## config.mk

```make
export PLATFORM = sky130hd
export DESIGN_NAME = alarm_ringer
export DESIGN_NICKNAME = d
export VERILOG_FILES = /design/src/rtl/alarm_ringer.sv
export SDC_FILE = /design/constraint.sdc
export NUM_CORES = 1
export LEC_CHECK = 0
export CAP_MARGIN = 40
export CORE_MARGIN = 3
export CORE_UTILIZATION = 65
export CTS_BUF_LIST = sky130_fd_sc_hd__clkbuf_4
export DETAILED_ROUTE_END_ITERATION = 10
export GPL_TIMING_DRIVEN = 1
export PLACE_DENSITY = 0.92
export SYNTH_ARGS = -nofsm -noshare
export SYNTH_HDL_FRONTEND = slang
export SYNTH_SLANG_ARGS = --single-unit
```

## constraint.sdc

```tcl
create_clock -name clk -period 3.9 [get_ports clk]
set_input_delay 0.78 -clock clk [delete_from_list [all_inputs] [get_ports clk]]
set_output_delay 0.78 -clock clk [all_outputs]
set_load 0.05 [all_outputs]
```

## src/rtl/alarm_ringer.sv

```systemverilog
`default_nettype none
// ============================================================================
// Module      : alarm_ringer
// Description : Converts the rising edge of a 12-hour clock's alarm_trigger
//               level into a pulsed buzzer drive. Supports snooze (limited
//               per alarm event), stop, disable and an automatic ring timeout.
//               Includes a private seconds prescaler running in the clk domain.
// Revision    : 1.0 - initial release
// ----------------------------------------------------------------------------
// Ports:
//   clk           in   system clock, all logic on posedge
//   reset_n       in   asynchronous active-low reset
//   alarm_enable  in   level; 0 disarms and forces IDLE
//   alarm_trigger in   level from clock core; rising edge starts ringing
//   snooze_btn    in   single-cycle pulse, pre-debounced
//   stop_btn      in   single-cycle pulse, pre-debounced
//   buzzer        out  registered buzzer drive
//   ringing       out  registered; 1 while in RING
//   snoozing      out  registered; 1 while in SNOOZE
//   snooze_count  out  registered; snoozes used in the current alarm event
// ----------------------------------------------------------------------------
// Build option:
//   ALARM_ESCALATE_EN  when defined, the beep half-period in RING becomes
//                      BEEP_CYCLES >> snooze_count (never below 1 cycle), so
//                      every re-ring after a snooze beeps faster. When not
//                      defined the half-period is always BEEP_CYCLES.
// ============================================================================
module alarm_ringer #(
    parameter int CLOCK_FREQ       = 50000000,
    parameter int BEEP_CYCLES      = 12500000,
    parameter int SNOOZE_SEC       = 300,
    parameter int RING_TIMEOUT_SEC = 60,
    parameter int MAX_SNOOZES      = 3
) (
    input  logic       clk,
    input  logic       reset_n,
    input  logic       alarm_enable,
    input  logic       alarm_trigger,
    input  logic       snooze_btn,
    input  logic       stop_btn,
    output logic       buzzer,
    output logic       ringing,
    output logic       snoozing,
    output logic [3:0] snooze_count
);

    // ------------------------------------------------------------------------
    // Counter widths. Each is sized so the counter never wraps before its
    // terminal compare; a floor of 1 bit keeps degenerate parameters legal.
    // ------------------------------------------------------------------------
    localparam int PRESC_RAW = $clog2(CLOCK_FREQ);
    localparam int PW        = (PRESC_RAW < 1) ? 1 : PRESC_RAW;
    localparam int BW        = $clog2(BEEP_CYCLES + 1);
    localparam int SEC_MAX   = (SNOOZE_SEC > RING_TIMEOUT_SEC) ? SNOOZE_SEC
                                                               : RING_TIMEOUT_SEC;
    localparam int SW        = $clog2(SEC_MAX + 1);

    typedef enum logic [1:0] {
        ST_IDLE   = 2'd0,
        ST_RING   = 2'd1,
        ST_SNOOZE = 2'd2
    } state_t;

    state_t          state;
    logic            trig_q;
    logic [PW-1:0]   presc;
    logic [SW-1:0]   sec_cnt;
    logic [BW-1:0]   beep_cnt;

    logic            trig_edge;
    logic            sec_tick;
    logic            ring_timeout;
    logic            snooze_done;
    logic            snooze_ok;
    logic [BW-1:0]   half_period;
    logic            beep_tc;

    assign trig_edge = alarm_trigger & ~trig_q;
    assign sec_tick  = (presc == PW'(CLOCK_FREQ - 1));

    // Timeouts fire on the tick that would bring sec_cnt up to the limit, so
    // the state change lands exactly N seconds after entry.
    assign ring_timeout = sec_tick && (sec_cnt == SW'(RING_TIMEOUT_SEC - 1));
    assign snooze_done  = sec_tick && (sec_cnt == SW'(SNOOZE_SEC - 1));

    assign snooze_ok = (snooze_count < 4'(MAX_SNOOZES));

`ifdef ALARM_ESCALATE_EN
    logic [31:0] shifted_period;

    // Shorter half-period per snooze already taken; clamp at one cycle.
    assign shifted_period = 32'(BEEP_CYCLES) >> snooze_count;
    assign half_period    = (shifted_period == 32'd0) ? BW'(1)
                                                      : BW'(shifted_period);
`else
    assign half_period = BW'(BEEP_CYCLES);
`endif

    // ">=" rather than "==" keeps the toggle well-defined even if the
    // half-period ever shrinks below the current count.
    assign beep_tc = (beep_cnt >= (half_period - BW'(1)));

    // ------------------------------------------------------------------------
    // Single-process state machine with registered outputs.
    // ------------------------------------------------------------------------
    always_ff @(posedge clk or negedge reset_n) begin
        if (!reset_n) begin
            state        <= ST_IDLE;
            trig_q       <= 1'b0;
            presc        <= '0;
            sec_cnt      <= '0;
            beep_cnt     <= '0;
            buzzer       <= 1'b0;
            ringing      <= 1'b0;
            snoozing     <= 1'b0;
            snooze_count <= 4'd0;
        end else begin
            trig_q <= alarm_trigger;

            case (state)
                ST_IDLE: begin
                    presc    <= '0;
                    sec_cnt  <= '0;
                    beep_cnt <= '0;
                    buzzer   <= 1'b0;
                    ringing  <= 1'b0;
                    snoozing <= 1'b0;
                    if (trig_edge && alarm_enable) begin
                        state   <= ST_RING;
                        buzzer  <= 1'b1;
                        ringing <= 1'b1;
                    end
                end

                ST_RING: begin
                    if (!alarm_enable || stop_btn || ring_timeout) begin
                        // Any way out of RING back to IDLE ends the event.
                        state        <= ST_IDLE;
                        presc        <= '0;
                        sec_cnt      <= '0;
                        beep_cnt     <= '0;
                        buzzer       <= 1'b0;
                        ringing      <= 1'b0;
                        snoozing     <= 1'b0;
                        snooze_count <= 4'd0;
                    end else if (snooze_btn && snooze_ok) begin
                        state        <= ST_SNOOZE;
                        presc        <= '0;
                        sec_cnt      <= '0;
                        beep_cnt     <= '0;
                        buzzer       <= 1'b0;
                        ringing      <= 1'b0;
                        snoozing     <= 1'b1;
                        snooze_count <= snooze_count + 4'd1;
                    end else begin
                        // Stay ringing; trigger edges do not restart timeout.
                        if (sec_tick) begin
                            presc   <= '0;
                            sec_cnt <= sec_cnt + SW'(1);
                        end else begin
                            presc <= presc + PW'(1);
                        end
                        if (beep_tc) begin
                            beep_cnt <= '0;
                            buzzer   <= ~buzzer;
                        end else begin
                            beep_cnt <= beep_cnt + BW'(1);
                        end
                    end
                end

                ST_SNOOZE: begin
                    if (!alarm_enable || stop_btn) begin
                        state        <= ST_IDLE;
                        presc        <= '0;
                        sec_cnt      <= '0;
                        beep_cnt     <= '0;
                        buzzer       <= 1'b0;
                        ringing      <= 1'b0;
                        snoozing     <= 1'b0;
                        snooze_count <= 4'd0;
                    end else if (snooze_done) begin
                        // Re-ring with fresh beep and timeout counters; the
                        // snooze count carries over to limit further snoozes.
                        state    <= ST_RING;
                        presc    <= '0;
                        sec_cnt  <= '0;
                        beep_cnt <= '0;
                        buzzer   <= 1'b1;
                        ringing  <= 1'b1;
                        snoozing <= 1'b0;
                    end else begin
                        if (sec_tick) begin
                            presc   <= '0;
                            sec_cnt <= sec_cnt + SW'(1);
                        end else begin
                            presc <= presc + PW'(1);
                        end
                    end
                end

                default: begin
                    state        <= ST_IDLE;
                    presc        <= '0;
                    sec_cnt      <= '0;
                    beep_cnt     <= '0;
                    buzzer       <= 1'b0;
                    ringing      <= 1'b0;
                    snoozing     <= 1'b0;
                    snooze_count <= 4'd0;
                end
            endcase
        end
    end

endmodule
`default_nettype wire

```

==> results.md <==
* Outcome: complete, no violations
* Cell with the most instances on the worst path: sky130_fd_sc_hd__nor2_1
* Setup fix buffers added after clock tree synthesis at 0
* Post-detail-place hpwl at 5.591 mm
* Placeable core region at 0.005540 mm²
* Compound-cell area share of the yosys netlist at 13.44%
* Max Buffers Root-to-Sink at 2
* Total vias in the final route at 3074
* Final antenna diode count at 0
* Number of clock sinks at 69
* Remaining DRCs at 0
* Number of global-route vias before repair at 2937
* Largest fanout on the critical path at 26
* Die H at 82.08 µm
* Clk_lat worst skew at 0.43 ns
* Share of synthesized cell area in and, or, nand and nor gates at 26.07%
* Final wirelength at 8.120 mm
* Final worst path period need at 2.782 ns
* Share of post-route cells with drive strength above 1 at 8.959%
* Worst clock skew at 0.01664 ns
* Leak at 1.768 nW
* Seq/Total Area, Yosys at 45.89%
* Final period utilization at 71.34%
* Category of the most critical setup path: in2reg
* Initial Util at 67.91%
* Top flip-flop cell by instance count after synthesis: sky130_fd_sc_hd__dfrtp_1
* CTS tree: yes
* Share of the core filled with cells in the final layout at 74.41%
* Setup TNS Final at 0 ns
* Antenna violations before repair at 0
* Pwr per Cell Area at 388.4 mW/mm²
* Average vias per placed instance at 6.338
* Syn Std Cell Area at 0.003762 mm²
* Number of instances in the placed design at 470
* Tightest Pin Transition at 0.7097 ns
* Top delay family on crit path: simple AND/OR/NAND/NOR gates
* Overall overflow remaining after global route at 0
* Hold Fails Final Rpt at 0
* Unrepaired setup endpoints after global routing: no
* CP endpoint kind: register
* Number of flops mapped to enable cells by yosys at 0
* Global Route Usage Sum at 26.12%
* Number of port buffers at 12
* Max-cap check violation count at 0
* Post-Layout Cell Count at 485
* Mux cell area share after synthesis at 0.5653%
* Starting DRT DRC Count at 291
* Worst-case setup slack after placement at 0.6910 ns
* Peak supply drop at 0.2851 mV
* Max incr delay on CP at 0.59 ns
* CTS Root Buffer Type: sky130_fd_sc_hd__clkbuf_4
* Proportion of register bits with asynchronous set or reset after synthesis at 100.0%
* Headroom to the max-slew limit at 52.02%
* Number of library cell types mapped by synthesis at 54
* Die area at 0.006737 mm²
* Synth Net Count at 408
* Critical path's slowest cell: sky130_fd_sc_hd__nor4b_1
* Fin worst setup slack at 1.118 ns
* Number of placement rows at 27
* H-tree Lvls at 3
* Max frequency at 0.3594 GHz
* Critical Path RT at 4.19 ns
* Arrival time of the worst setup path at 3.07 ns
* Signed area change from the synthesized netlist to the final layout at 9.578%
* Series of cell instances along the critical path: clkdlybuf4s50_1, nor4b_1, nor2_1, and2_1, o21ai_4, nor2_1
* Crit path buf inv count at 1
* Gate count of the mapped netlist at 394
* Die X-Extent at 82.08 µm
* Register bit count reported by yosys at 69
* Final count of pins violating max slew at 0
* Synth Area per Inst at 9.549 µm²
* Final-stage net count at 423
* Largest net degree at the start of global routing at 35
* Worst Hold Margin at 0.2654 ns
* Critical Path Source Type: primary input
* Number of buffers inserted during clock tree synthesis at 9
* Xor/xnor cell area share of the yosys netlist at 7.449%
* Wire per inst at 16.74 µm
* Largest family of logic cells by synthesized area: simple AND/OR/NAND/NOR gates
* Class of the worst hold path: in2async
* Post_cts resized at 0
* Adder-Cell Fraction of Synth Area at 2.660%
* Final ANT Viol Nets at 0
* Count of warnings emitted by yosys at 0
* 1st-pass router iterations at 5
* First-pass GRT wire length at 13.48 mm
* RD Place Congestion at 0.8480
* Clock transition at the registers of the reported paths at 0.11 ns
* I/O pin count at 13
* Count of hold buffers inserted by post-cts repair at 0
* Final setup violation count at 0
-- registers in the layout (all words and copies together), names as in the netlist --
| register | flops |
|---|---|
| sec_cnt | 9 |
| trig_q | 1 |
| presc | 26 |
| ringing | 1 |
| buzzer | 1 |
| beep_cnt | 24 |
| snoozing | 1 |
| snooze_count | 4 |
| state | 2 |
-- cell type report --
| type | count | area, µm² |
|---|---|---|
| well taps | 72 | 90.09 |
| repair buffers | 17 | 168.9 |
| inverters | 12 | 45.04 |
| fillers | 368 | 1418 |
| clock buffers | 9 | 67.56 |
| flip-flops and latches | 69 | 1727 |
| multi-input cells | 300 | 1888 |
| clock inverters | 6 | 136.4 |
-- stage by stage --
stage	area [µm²]	total power, W
finish	4123	0.001601
global route	4123	0.001668
CTS	4123	0.001607
detailed placement	3919	0.0009677
global placement	3887	0.0009547
floorplan	3762	0.0009030
-- Yosys cell counts (5+ instances only) --
master	n	area share, %
sky130_fd_sc_hd__nor2b_1	5	0.83
sky130_fd_sc_hd__dfrtp_1	69	46
sky130_fd_sc_hd__o21ai_0	7	0.93
sky130_fd_sc_hd__o31ai_1	5	1.0
sky130_fd_sc_hd__a21o_1	9	1.8
sky130_fd_sc_hd__xor2_1	19	4.4
sky130_fd_sc_hd__nand4_1	16	2.7
sky130_fd_sc_hd__xnor2_1	13	3.0
sky130_fd_sc_hd__and2_1	5	0.83
sky130_fd_sc_hd__inv_1	12	1.2
sky130_fd_sc_hd__a22o_1	13	3.0
sky130_fd_sc_hd__and3_1	8	1.3
sky130_fd_sc_hd__nor2_1	64	6.4
sky130_fd_sc_hd__ha_1	8	2.7
sky130_fd_sc_hd__nand2_1	37	3.7
sky130_fd_sc_hd__a21oi_1	10	1.3
sky130_fd_sc_hd__nand3_1	27	3.6
-- final timing paths --
path / start / to / slack, ns / cells after the start
worst max-delay path: snooze_btn / presc[22] / 1.12 / 6
worst min-delay path: reset_n / presc[4] / 0.27 / 1
worst max register to register: snooze_count[0] / presc[22] / 1.24 / 6
worst min register to register: presc[0] / presc[0] / 0.49 / 1
max in group asynchronous: reset_n / beep_cnt[17] / 3.03 / 2
min in group clk: presc[0] / presc[0] / 0.49 / 1
-- placed cells by master, fill, tap and decap left out, types with 2 or more instances in the layout --
| master | instances |
|---|---|
| sky130_fd_sc_hd__a21boi_0 | 3 |
| sky130_fd_sc_hd__a21oi_1 | 10 |
| sky130_fd_sc_hd__clkdlybuf4s50_1 | 11 |
| sky130_fd_sc_hd__o21ai_0 | 7 |
| sky130_fd_sc_hd__inv_1 | 12 |
| sky130_fd_sc_hd__o21ai_4 | 2 |
| sky130_fd_sc_hd__and3_1 | 8 |
| sky130_fd_sc_hd__and4_1 | 4 |
| sky130_fd_sc_hd__dfrtp_1 | 69 |
| sky130_fd_sc_hd__o2bb2ai_1 | 3 |
| sky130_fd_sc_hd__o311ai_1 | 3 |
| sky130_fd_sc_hd__o41ai_1 | 3 |
| sky130_fd_sc_hd__xor2_1 | 19 |
| sky130_fd_sc_hd__o22ai_1 | 3 |
| sky130_fd_sc_hd__nand4_1 | 16 |
| sky130_fd_sc_hd__buf_4 | 3 |
| sky130_fd_sc_hd__nand3_1 | 27 |
| sky130_fd_sc_hd__bufinv_16 | 4 |
| sky130_fd_sc_hd__a21o_1 | 9 |
| sky130_fd_sc_hd__ha_1 | 8 |
| sky130_fd_sc_hd__and2_1 | 5 |
| sky130_fd_sc_hd__clkbuf_4 | 9 |
| sky130_fd_sc_hd__nor3_1 | 4 |
| sky130_fd_sc_hd__xnor2_1 | 13 |
| sky130_fd_sc_hd__nand2_1 | 37 |
| sky130_fd_sc_hd__a22o_1 | 13 |
| sky130_fd_sc_hd__nor4_1 | 4 |
| sky130_fd_sc_hd__o31ai_1 | 5 |
| sky130_fd_sc_hd__or2_2 | 3 |
| sky130_fd_sc_hd__nor2b_1 | 5 |
| sky130_fd_sc_hd__nor2_1 | 64 |
-- where the power goes --
part / total (W) / internal [W] / switching, W / leakage (nW)
sequential: 0.000748 / 0.000731 / 0.0000175 / 0.960
clock: 0.000644 / 0.000386 / 0.000258 / 0.102
combinational: 0.000209 / 0.0000708 / 0.000138 / 0.706
-- cell families after synthesis --
kind of cell,count (synthesis)
AND/OR/NAND/NOR,191
AO/OA/AOI/OAI,67
multiplexers,2
buffers and inverters,25
XOR/XNOR,32
adder cells (fa/ha/maj),8
flip-flops,69
-- metal layers --
layer	share of wire [%]	vias up	GRT usage, %	routed length (µm)
met1	43	1521	33.52	3511
met4	1.6	0	9.136	128
met3	5.4	20	7.346	439
met5	0	-	0	0
met2	50	110	42.33	4041
li1	-	1423	-	-
No activity file was read; power rests on OpenSTA's default activity.
